## src/rtl/lap_register_ctrl_pkg.sv

```systemverilog
// Shared definitions for the lap register: field widths, default depth,
// control FSM state encoding and the stored entry layout.
package lap_register_ctrl_pkg;

    localparam int EPOCH_W       = 18;
    localparam int M_EPOCH_W     = 10;
    localparam int ENTRY_W       = EPOCH_W + M_EPOCH_W;
    localparam int DEPTH_DEFAULT = 8;

    typedef enum logic [1:0] {
        ST_IDLE  = 2'd0,
        ST_WRITE = 2'd1,
        ST_READ  = 2'd2,
        ST_WIPE  = 2'd3
    } state_e;

    typedef struct packed {
        logic [EPOCH_W-1:0]   epoch;
        logic [M_EPOCH_W-1:0] m_epoch;
    } lap_entry_t;

    function automatic lap_entry_t pack_entry(input logic [EPOCH_W-1:0]   epoch,
                                              input logic [M_EPOCH_W-1:0] m_epoch);
        lap_entry_t e;
        e.epoch   = epoch;
        e.m_epoch = m_epoch;
        return e;
    endfunction

endpackage

```

## src/rtl/lap_register_ctrl_ram.sv

```systemverilog
// Lap storage: DEPTH x 28-bit register array with one synchronous write
// port and one registered read port. Contents are not reset; the control
// logic never reads a slot that has not been written since the last clear.
module lap_ram
    import lap_register_ctrl_pkg::*;
#(
    parameter int DEPTH = DEPTH_DEFAULT,
    parameter int PTR_W = $clog2(DEPTH)
) (
    input  logic             clock,
    input  logic             we,
    input  logic [PTR_W-1:0] waddr,
    input  lap_entry_t       wdata,
    input  logic [PTR_W-1:0] raddr,
    output lap_entry_t       rdata
);

    lap_entry_t mem_q [DEPTH];
    lap_entry_t rdata_q;

    // Write port and registered read port share the single clock.
    always_ff @(posedge clock) begin
        if (we) begin
            mem_q[waddr] <= wdata;
        end
        rdata_q <= mem_q[raddr];
    end

    assign rdata = rdata_q;

endmodule

```

## src/rtl/lap_register_ctrl.sv

```systemverilog
// Lap register controller: records timestamps on save, replays them
// oldest-to-newest on retrieve, and wipes the store on clear.
//
// state    | meaning
// ---------+-------------------------------------------------------------
// ST_IDLE  | waiting for a command; only state that accepts pulses
// ST_WRITE | writing captured timestamp at wr_ptr, updating pointers/count
// ST_READ  | ram output for the cursor slot is valid; latch to lap outputs
// ST_WIPE  | zeroing one slot per cycle, down-counter from DEPTH-1 to 0
module lap_register_ctrl
    import lap_register_ctrl_pkg::*;
#(
    parameter int DEPTH = DEPTH_DEFAULT
) (
    input  logic                       clock,
    input  logic                       reset,
    input  logic                       save,
    input  logic                       retrieve,
    input  logic                       clear,
    input  logic [EPOCH_W-1:0]         epoch,
    input  logic [M_EPOCH_W-1:0]       m_epoch,
    output logic                       busy,
    output logic [EPOCH_W-1:0]         lap_epoch,
    output logic [M_EPOCH_W-1:0]       lap_m_epoch,
    output logic                       lap_valid,
    output logic [$clog2(DEPTH)-1:0]   lap_index,
    output logic [$clog2(DEPTH):0]     count,
    output logic                       full,
    output logic                       empty
);

    localparam int PTR_W = $clog2(DEPTH);
    localparam int CNT_W = PTR_W + 1;

    state_e             state_q,     state_d;
    logic [PTR_W-1:0]   wr_ptr_q,    wr_ptr_d;
    logic [PTR_W-1:0]   oldest_q,    oldest_d;
    logic [PTR_W-1:0]   cursor_q,    cursor_d;
    logic [PTR_W-1:0]   wipe_cnt_q,  wipe_cnt_d;
    logic [CNT_W-1:0]   count_q,     count_d;
    lap_entry_t         cap_entry_q, cap_entry_d;
    lap_entry_t         lap_entry_q, lap_entry_d;
    logic [PTR_W-1:0]   lap_index_q, lap_index_d;
    logic               lap_valid_q, lap_valid_d;

    logic               reg_busy;
    logic               is_full;
    logic               ram_we;
    logic [PTR_W-1:0]   ram_waddr;
    lap_entry_t         ram_wdata;
    logic [PTR_W-1:0]   ram_raddr;
    lap_entry_t         ram_rdata;
    logic               cursor_at_newest;

    assign reg_busy = (state_q != ST_IDLE);
    assign is_full  = (count_q == CNT_W'(DEPTH));

    // The read address is issued every cycle so that the slot selected by
    // the cursor in IDLE is already registered by the time READ runs.
    assign ram_raddr        = oldest_q + cursor_q;
    assign cursor_at_newest = ({1'b0, cursor_q} == (count_q - CNT_W'(1)));

    lap_ram #(
        .DEPTH (DEPTH),
        .PTR_W (PTR_W)
    ) u_lap_ram (
        .clock (clock),
        .we    (ram_we),
        .waddr (ram_waddr),
        .wdata (ram_wdata),
        .raddr (ram_raddr),
        .rdata (ram_rdata)
    );

    // Next-state, datapath updates and storage write control.
    always_comb begin
        state_d     = state_q;
        wr_ptr_d    = wr_ptr_q;
        oldest_d    = oldest_q;
        cursor_d    = cursor_q;
        wipe_cnt_d  = wipe_cnt_q;
        count_d     = count_q;
        cap_entry_d = cap_entry_q;
        lap_entry_d = lap_entry_q;
        lap_index_d = lap_index_q;
        lap_valid_d = 1'b0;
        ram_we      = 1'b0;
        ram_waddr   = wr_ptr_q;
        ram_wdata   = cap_entry_q;

        case (state_q)
            ST_IDLE: begin
                if (clear) begin
                    wipe_cnt_d = PTR_W'(DEPTH - 1);
                    state_d    = ST_WIPE;
                end else if (save) begin
                    cap_entry_d = pack_entry(epoch, m_epoch);
                    state_d     = ST_WRITE;
                end else if (retrieve && (count_q != '0)) begin
                    state_d = ST_READ;
                end
            end

            ST_WRITE: begin
                ram_we    = 1'b1;
                ram_waddr = wr_ptr_q;
                ram_wdata = cap_entry_q;
                wr_ptr_d  = wr_ptr_q + PTR_W'(1);
                // When full, the slot just overwritten was the oldest one.
                if (is_full) begin
                    oldest_d = oldest_q + PTR_W'(1);
                end else begin
                    count_d = count_q + CNT_W'(1);
                end
                cursor_d = '0;
                state_d  = ST_IDLE;
            end

            ST_READ: begin
                lap_entry_d = ram_rdata;
                lap_index_d = cursor_q;
                lap_valid_d = 1'b1;
                cursor_d    = cursor_at_newest ? '0 : (cursor_q + PTR_W'(1));
                state_d     = ST_IDLE;
            end

            ST_WIPE: begin
                ram_we    = 1'b1;
                ram_waddr = wipe_cnt_q;
                ram_wdata = '0;
                if (wipe_cnt_q == '0) begin
                    count_d     = '0;
                    wr_ptr_d    = '0;
                    oldest_d    = '0;
                    cursor_d    = '0;
                    lap_entry_d = '0;
                    lap_index_d = '0;
                    state_d     = ST_IDLE;
                end else begin
                    wipe_cnt_d = wipe_cnt_q - PTR_W'(1);
                end
            end

            default: begin
                state_d = ST_IDLE;
            end
        endcase
    end

    // State and datapath registers; reset aborts any operation in flight.
    always_ff @(posedge clock) begin
        if (reset) begin
            state_q     <= ST_IDLE;
            wr_ptr_q    <= '0;
            oldest_q    <= '0;
            cursor_q    <= '0;
            wipe_cnt_q  <= '0;
            count_q     <= '0;
            cap_entry_q <= '0;
            lap_entry_q <= '0;
            lap_index_q <= '0;
            lap_valid_q <= 1'b0;
        end else begin
            state_q     <= state_d;
            wr_ptr_q    <= wr_ptr_d;
            oldest_q    <= oldest_d;
            cursor_q    <= cursor_d;
            wipe_cnt_q  <= wipe_cnt_d;
            count_q     <= count_d;
            cap_entry_q <= cap_entry_d;
            lap_entry_q <= lap_entry_d;
            lap_index_q <= lap_index_d;
            lap_valid_q <= lap_valid_d;
        end
    end

    assign busy        = reg_busy;
    assign lap_epoch   = lap_entry_q.epoch;
    assign lap_m_epoch = lap_entry_q.m_epoch;
    assign lap_valid   = lap_valid_q;
    assign lap_index   = lap_index_q;
    assign count       = count_q;
    assign full        = is_full;
    assign empty       = (count_q == '0);

endmodule
```

## config.mk

```make
export PLATFORM = sky130hd
export DESIGN_NAME = lap_register_ctrl
export DESIGN_NICKNAME = d
export VERILOG_FILES = /design/src/rtl/lap_register_ctrl_pkg.sv /design/src/rtl/lap_register_ctrl_ram.sv /design/src/rtl/lap_register_ctrl.sv
export SDC_FILE = /design/constraint.sdc
export NUM_CORES = 1
export LEC_CHECK = 0
export CORE_ASPECT_RATIO = 0.75
export CORE_MARGIN = 2
export CORE_UTILIZATION = 59
export DETAILED_ROUTE_END_ITERATION = 8
export GPL_TIMING_DRIVEN = 1
export PLACE_DENSITY = 0.8
export SLEW_MARGIN = 20
export SYNTH_ARGS = -nofsm -noshare
export SYNTH_HDL_FRONTEND = slang
export SYNTH_SLANG_ARGS = --single-unit
```

## constraint.sdc

```tcl
create_clock -name clock -period 3.42 [get_ports clock]
set_input_delay 0.342 -clock clock [delete_from_list [all_inputs] [get_ports clock]]
set_output_delay 0.342 -clock clock [all_outputs]
set_load 0.01 [all_outputs]
```

After elaboration in Yosys (flattened, before gate mapping)

Memories as Yosys holds them, arrays and structs flattened. A register that Yosys moved wholly into a read port is not among the register bits.
Cells that the tools add are included.

Eq/ne operators: 11
Add/sub/neg operators: 7
Bitwise operators: 1
Mux-type cells: 26
Reduce and logical (&&, ||, !) cells: 20

Operators with widths:

| kind                                                                | count |
|---|---|
| 28-bit two-way mux                                                  | 2 |
| 28-bit one-hot mux with 2 select lines                              | 1 |
| 3-bit one-hot mux with 2 select lines                               | 4 |
| 3-bit two-way mux                                                   | 6 |
| 3-bit AND reduction                                                 | 4 |
| 2-bit != test (second input constant)                               | 5 |
| 3-bit by 1-bit adder with 3-bit output (second input constant)      | 3 |
| 3-bit one-hot mux with 3 select lines                               | 1 |
| 2-bit two-way mux                                                   | 4 |
| 4-bit two-way mux                                                   | 2 |
| 4-bit one-hot mux with 2 select lines                               | 1 |
| 2-bit AND reduction                                                 | 4 |
| 2-bit nonzero test                                                  | 4 |
| 2-bit one-hot mux with 3 select lines                               | 1 |
| 4-bit by 1-bit adder with 4-bit output (second input constant)      | 1 |
| 2-bit == test (second input constant)                               | 2 |
| 3-bit by 4-bit == test with 1-bit output                            | 1 |
| 4-bit == test (second input constant)                               | 1 |
| 4-bit logical NOT                                                   | 1 |
| 1-bit two-way mux                                                   | 4 |
| 4-bit != test (second input constant)                               | 1 |
| 4-bit nonzero test                                                  | 1 |
| 2-bit OR reduction                                                  | 2 |
| 4-bit by 1-bit subtractor with 4-bit output (second input constant) | 1 |
| other kinds (8)                                                     | 8 |

Register bits after elaboration: 78
Output and inout port bits: 39
Memories kept: 1
Word-level logic and storage cells: 78
RAM bits: 224
Bits of input ports: 33

Memories:

| name            | depth | bits a word | read ports | clocked after memory_dff | write ports | RTL line                    | RTL |
|---|---|---|---|---|---|---|---|
| u_lap_ram.mem_q | 8     | 28          | 1          | 1                        | 1           | lap_register_ctrl_ram.sv:18 | `lap_entry_t mem_q [DEPTH];` |

Depth between registers and ports, before layout

Depth in word-level cells: 6
Gate-level depth with buffers: 8
Mapped depth without buffers: 7

Modules after synthesis

From an unflattened synthesis, not the netlist that was laid out.

Cells, all modules: 725
Area total of the unflattened synthesis: 12276.8 um^2

Modules (own cells, without submodules):

| module            | cells an instance | instances | seq. area each (um^2) | area an instance (um^2) |
|---|---|---|---|---|
| lap_ram           | 364               | 1         | 7287.0                | 9042.4 |
| lap_register_ctrl | 361               | 1         | 1561.5                | 3234.4 |

Worst setup path after synthesis

No wires, ideal clock.

Kind: flip-flop to flip-flop
From: register state_q[0]
To: memory u_lap_ram.mem_q[4][0] in the netlist's numbering (enable)
Buffers on the path: 2
Slack: 0.670 ns
Data required time: 3.007 ns
Period minus slack after synthesis: 2.750 ns
Stages on the path, launching flop included: 7
Setup time: 0.413 ns
Data arrival time: 2.337 ns
Path through: dfxtp_1 > buf_2 > nand2_1 > clkbuf_1 > nor3b_1 > a31oi_1 > nor2_1

Word-level cells in the longest chain between the ends: 5
Elaborated cells on any way between the ends: 7
Classes of those cells: eq/ne: 2; mux: 4; reduce/logical: 1

RTL lines:

| what                                                                      | RTL line                    | RTL |
|---|---|---|
| start, declared                                                           | lap_register_ctrl.sv:35     | `state_e state_q, state_d;` |
| start signal, assigned                                                    | lap_register_ctrl.sv:164    | `state_q <= state_d;` |
| 2-bit == test or 2-bit by 1-bit == test with 1-bit output (tied branches) | lap_register_ctrl.sv:91     | `case (state_q)` |
| 2-bit OR reduction (no source line)                                       | -                           |  |
| 1-bit two-way mux                                                         | lap_register_ctrl.sv:91     |  |
| 1-bit two-way mux                                                         | lap_register_ctrl_ram.sv:23 | `if (we) begin` |
| 1-bit two-way mux (implied by the code)                                   | lap_register_ctrl_ram.sv:24 | `mem_q[waddr] <= wdata;` |
| end, declared                                                             | lap_register_ctrl_ram.sv:18 |  |

Parallel ways exist; a longest one is shown, timed or not.

Worst setup path in the final report

From: register cursor_q[0]
To: register u_lap_ram.rdata[15] (netlist name)

Word-level cells in the longest chain between the ends: 1

RTL lines:

| what                   | RTL line                 | RTL |
|---|---|---|
| start, declared        | lap_register_ctrl.sv:38  | `logic [PTR_W-1:0] cursor_q, cursor_d;` |
| start signal, assigned | lap_register_ctrl.sv:167 | `cursor_q <= cursor_d;` |
| 3-bit adder            | lap_register_ctrl.sv:60  | `assign ram_raddr = oldest_q + cursor_q;` |

Every way passes these cells.
A chain may end at the register's enable or synchronous reset.

==> summary.txt <==
CTS
  • CTS max path bufs: 3
  • Clk_lat worst skew: approximately 0.55 ns
  • Postcts setup bufs: 0
  • CTS Sinks: 330
  • Post-cts sizing count: 0
  • CTS clk-pin slew, worst paths: 0.06 ns
  • CTS H-tree depth: 1
  • Root buffer cell: clkbuf_16
  • Number of buffers created by CTS: 29
  • CTS tree: done
  • Hold_buf cts: 0

Timing
  • Final Setup Violations: 0
  • Crit path time final: 2.69 ns
  • Final Slew Violations: 0
  • Actual slew at the worst max-slew pin: between 0.8 and 0.9 ns
  • RSZ-0062 raised after global routing: false
  • Final Hold Vio Count: 0
  • Slew headroom: 0.440
  • Peak Freq: ~370 MHz
  • Layout Skew: between 0.007 and 0.008 ns
  • Setup TNS: 0 ns
  • Final period util: 0.787

Detailed routing
  • DRC viols: 0
  • Antenna-violating nets left: 0
  • DR pass1 iterations: 5
  • Via count: between 6000 and 7000
  • DR WL/cell: 22.6 um
  • Initial DRC count: 683
  • Vias/cell: 5.98
  • Final WL: 25200 um

Global route
  • Initial antenna violation count: 0
  • Tot GR Track Use: 0.238
  • Total gr overflow: 0
  • Pin count of the biggest net entering global routing: 46
  • Number of global-route vias before repair: approximately 6900
  • First-pass GRT wire length: a little under 40000 um

Run
  • MaxCap Viol Count: 0

Power and ir drop
  • Leak Pwr: about 0.0048 uW
  • PD cells: between 500 and 600 mW/mm^2
  • Comb pwr share: 0.076
  • Switching portion of total power: 0.212
  • Int Power: around 6700 uW
  • Sequential share of power: 0.534
  • NetSw: roughly 1800 uW
  • Worst vdd ir: 0.374 mV
  • Clock share of power: 0.389

Logic synthesis
  • Ranking of synthesized cells by area: edfxtp_1, dfxtp_1, mux4_2
  • Post-synth EDFFs: 224
  • Seq cells post-synth: 330
  • Yosys top cell area share: 0.548
  • Post-synth ARST share: 0
  • Cell variety after synth: 46
  • Top_reg_cell synth: edfxtp_1
  • Syn Inst Count: 729
  • Leading area contributor after synthesis: edfxtp_1
  • Yosys warns: 0
  • Post-Syn Area per Cell: 16.8 sq um
  • Sequential fraction of the synthesis area: 0.721
  • Syn_nets: a little under 800
  • Netlist Area Pre-Place: 0.0123 sq mm

Place
  • DP Area: ~0.013 sq mm
  • Gpl congestion: around 0.84
  • IO Port Bufs: slightly above 70
  • HPWL after DPL: roughly 14000 um

Layout
  • Layout fillers: 1281
  • Antenna Cells: 0
  • Register area: 0.00885 sq mm
  • Final nets: between 800 and 900
  • Share of cells above drive strength 1: 0.199
  • Multi-input gate area: 0.00319 sq mm
  • Design Area, Final: 0.0143 sq mm
  • Layout overhead on the synthesized area: 16.3%
  • Commonest non-fill, non-tap cell in the layout: edfxtp_1
  • Most frequent cells in the layout: edfxtp_1, dfxtp_1, clkdlybuf4s50_1

Floorplan
  • Die height: roughly 130 um
  • Core Box Area: between 0.02 and 0.025 sq mm
  • DIE AREA: between 0.02 and 0.025 sq mm
  • Row Count: 45
  • Initial core utilization: 0.604
  • Die Span X: approximately 170 um
  • # IOs: 72

Worst hold path
  • Worst Hold Class: input port to flop

Critical path
  • CP endpoint kind: flop
  • Critical Path AT: 3.12 ns
  • Max Fanout on Critical Path: 32
  • CP Class: flop to flop
  • CP startpoint kind: flop
  • Critical Path RT: 3.85 ns

Run status
  • Status: finished clean
[stage by stage]
step / utilization / worst slack, ns / hold slack [ns] / instances / power [uW]
detailed placement: 0.656 / 0.771 / 0.439 / 1062 / 5240
CTS: 0.703 / 0.728 / 0.0562 / 1115 / 8490
global placement: 0.656 / 0.843 / 0.433 / 1062 / 5200
finish: 0.703 / 0.729 / 0.0813 / 1115 / 8450
floorplan: - / 0.670 / 0.426 / 729 / 4990
global route: 0.703 / 0.612 / 0.0780 / 1115 / 8710
[final timing paths]
| path | startpoint | endpoint | slack (ns) | cells past startpoint |
|---|---|---|---|---|
| setup / recovery | cursor_q[0] | u_lap_ram.rdata[15] | 0.73 | 6 |
| hold / removal | reset | cap_entry_q[26] | 0.08 | 2 |
| setup reg to reg | cursor_q[0] | u_lap_ram.rdata[15] | 0.73 | 6 |
| hold reg to reg | u_lap_ram.rdata[25] | lap_epoch[15] | 0.45 | 1 |
[cell type report]
class | instances | share of cell area
sequential | 330 | 0.619
multi-input combinational | 344 | 0.223
timing repair buffer | 92 | 0.0622
clock buffer | 40 | 0.0551
tap | 282 | 0.0247
clock inverter | 13 | 0.0117
inverter | 14 | 0.00368
[sequential cells by signal (all words and copies together) (netlist names), 4 cells and up]
signal	count
cap_entry_q	28
count	4
lap_epoch	18
lap_m_epoch	10
u_lap_ram.mem_q	224
u_lap_ram.rdata	28
[routing by layer]
| layer | GRT usage | part of all wire | vias to the layer above |
|---|---|---|---|
| li1 | - | - | 2949 |
| met3 | 0.0437 | 0.075 | 57 |
| met4 | 0.0915 | 0.031 | 0 |
| met2 | 0.388 | 0.48 | 307 |
| met5 | 0 | 0 | - |
| met1 | 0.326 | 0.41 | 3352 |
[critical path, cell delays in order, from the launching register on]
cell and delay, ns:
dfxtp_1 0.53, ha_4 0.18, inv_1 0.04, fa_2 0.88
buf_12 0.30, mux4_2 0.34, mux2_2 0.28
[power by group through the flow]
| stage | Combinational [uW] | Sequential (uW) | Clock (uW) |
|---|---|---|---|
| detailed placement | 640 | 4600 | 0 |
| global placement | 614 | 4590 | 0 |
| floorplan | 424 | 4570 | 0 |
| global route | 698 | 4530 | 3480 |
| finish | 645 | 4520 | 3290 |
| CTS | 649 | 4520 | 3320 |
[cell usage after synthesis (2+ instances only)]
| cell | n |
|---|---|
| a211oi_1 | 2 |
| xor2_1 | 4 |
| inv_1 | 14 |
| xnor2_1 | 3 |
| nor2_1 | 21 |
| and2_1 | 28 |
| a31oi_1 | 7 |
| ha_1 | 8 |
| buf_2 | 12 |
| edfxtp_1 | 224 |
| dfxtp_1 | 106 |
| nor2b_1 | 2 |
| a22o_1 | 31 |
| nand3_1 | 4 |
| mux2_2 | 29 |
| o21ai_0 | 6 |
| a21oi_1 | 40 |
| nor3_1 | 9 |
| nand2_1 | 62 |
| a32oi_1 | 2 |
| buf_4 | 3 |
| nand2b_1 | 3 |
| a22oi_1 | 2 |
| mux4_2 | 56 |
| clkbuf_1 | 18 |
| nor3b_1 | 5 |
| buf_6 | 7 |
| and3_1 | 2 |
| a21o_1 | 2 |
[kinds of logic (layout without fill, tap and decap cells)]
family,after synthesis,count (layout),share of synthesized area
muxes,85,85,0.129
adders and majority gates,9,9,0.00978
xor gates and xnor gates,8,8,0.00632
AOI/OAI and AO/OA,94,94,0.0510
DFF,330,330,0.721
and+or+nand+nor,148,148,0.0597
buffers and inverters,55,159,0.0232
Power figures use the tool's default switching activity.
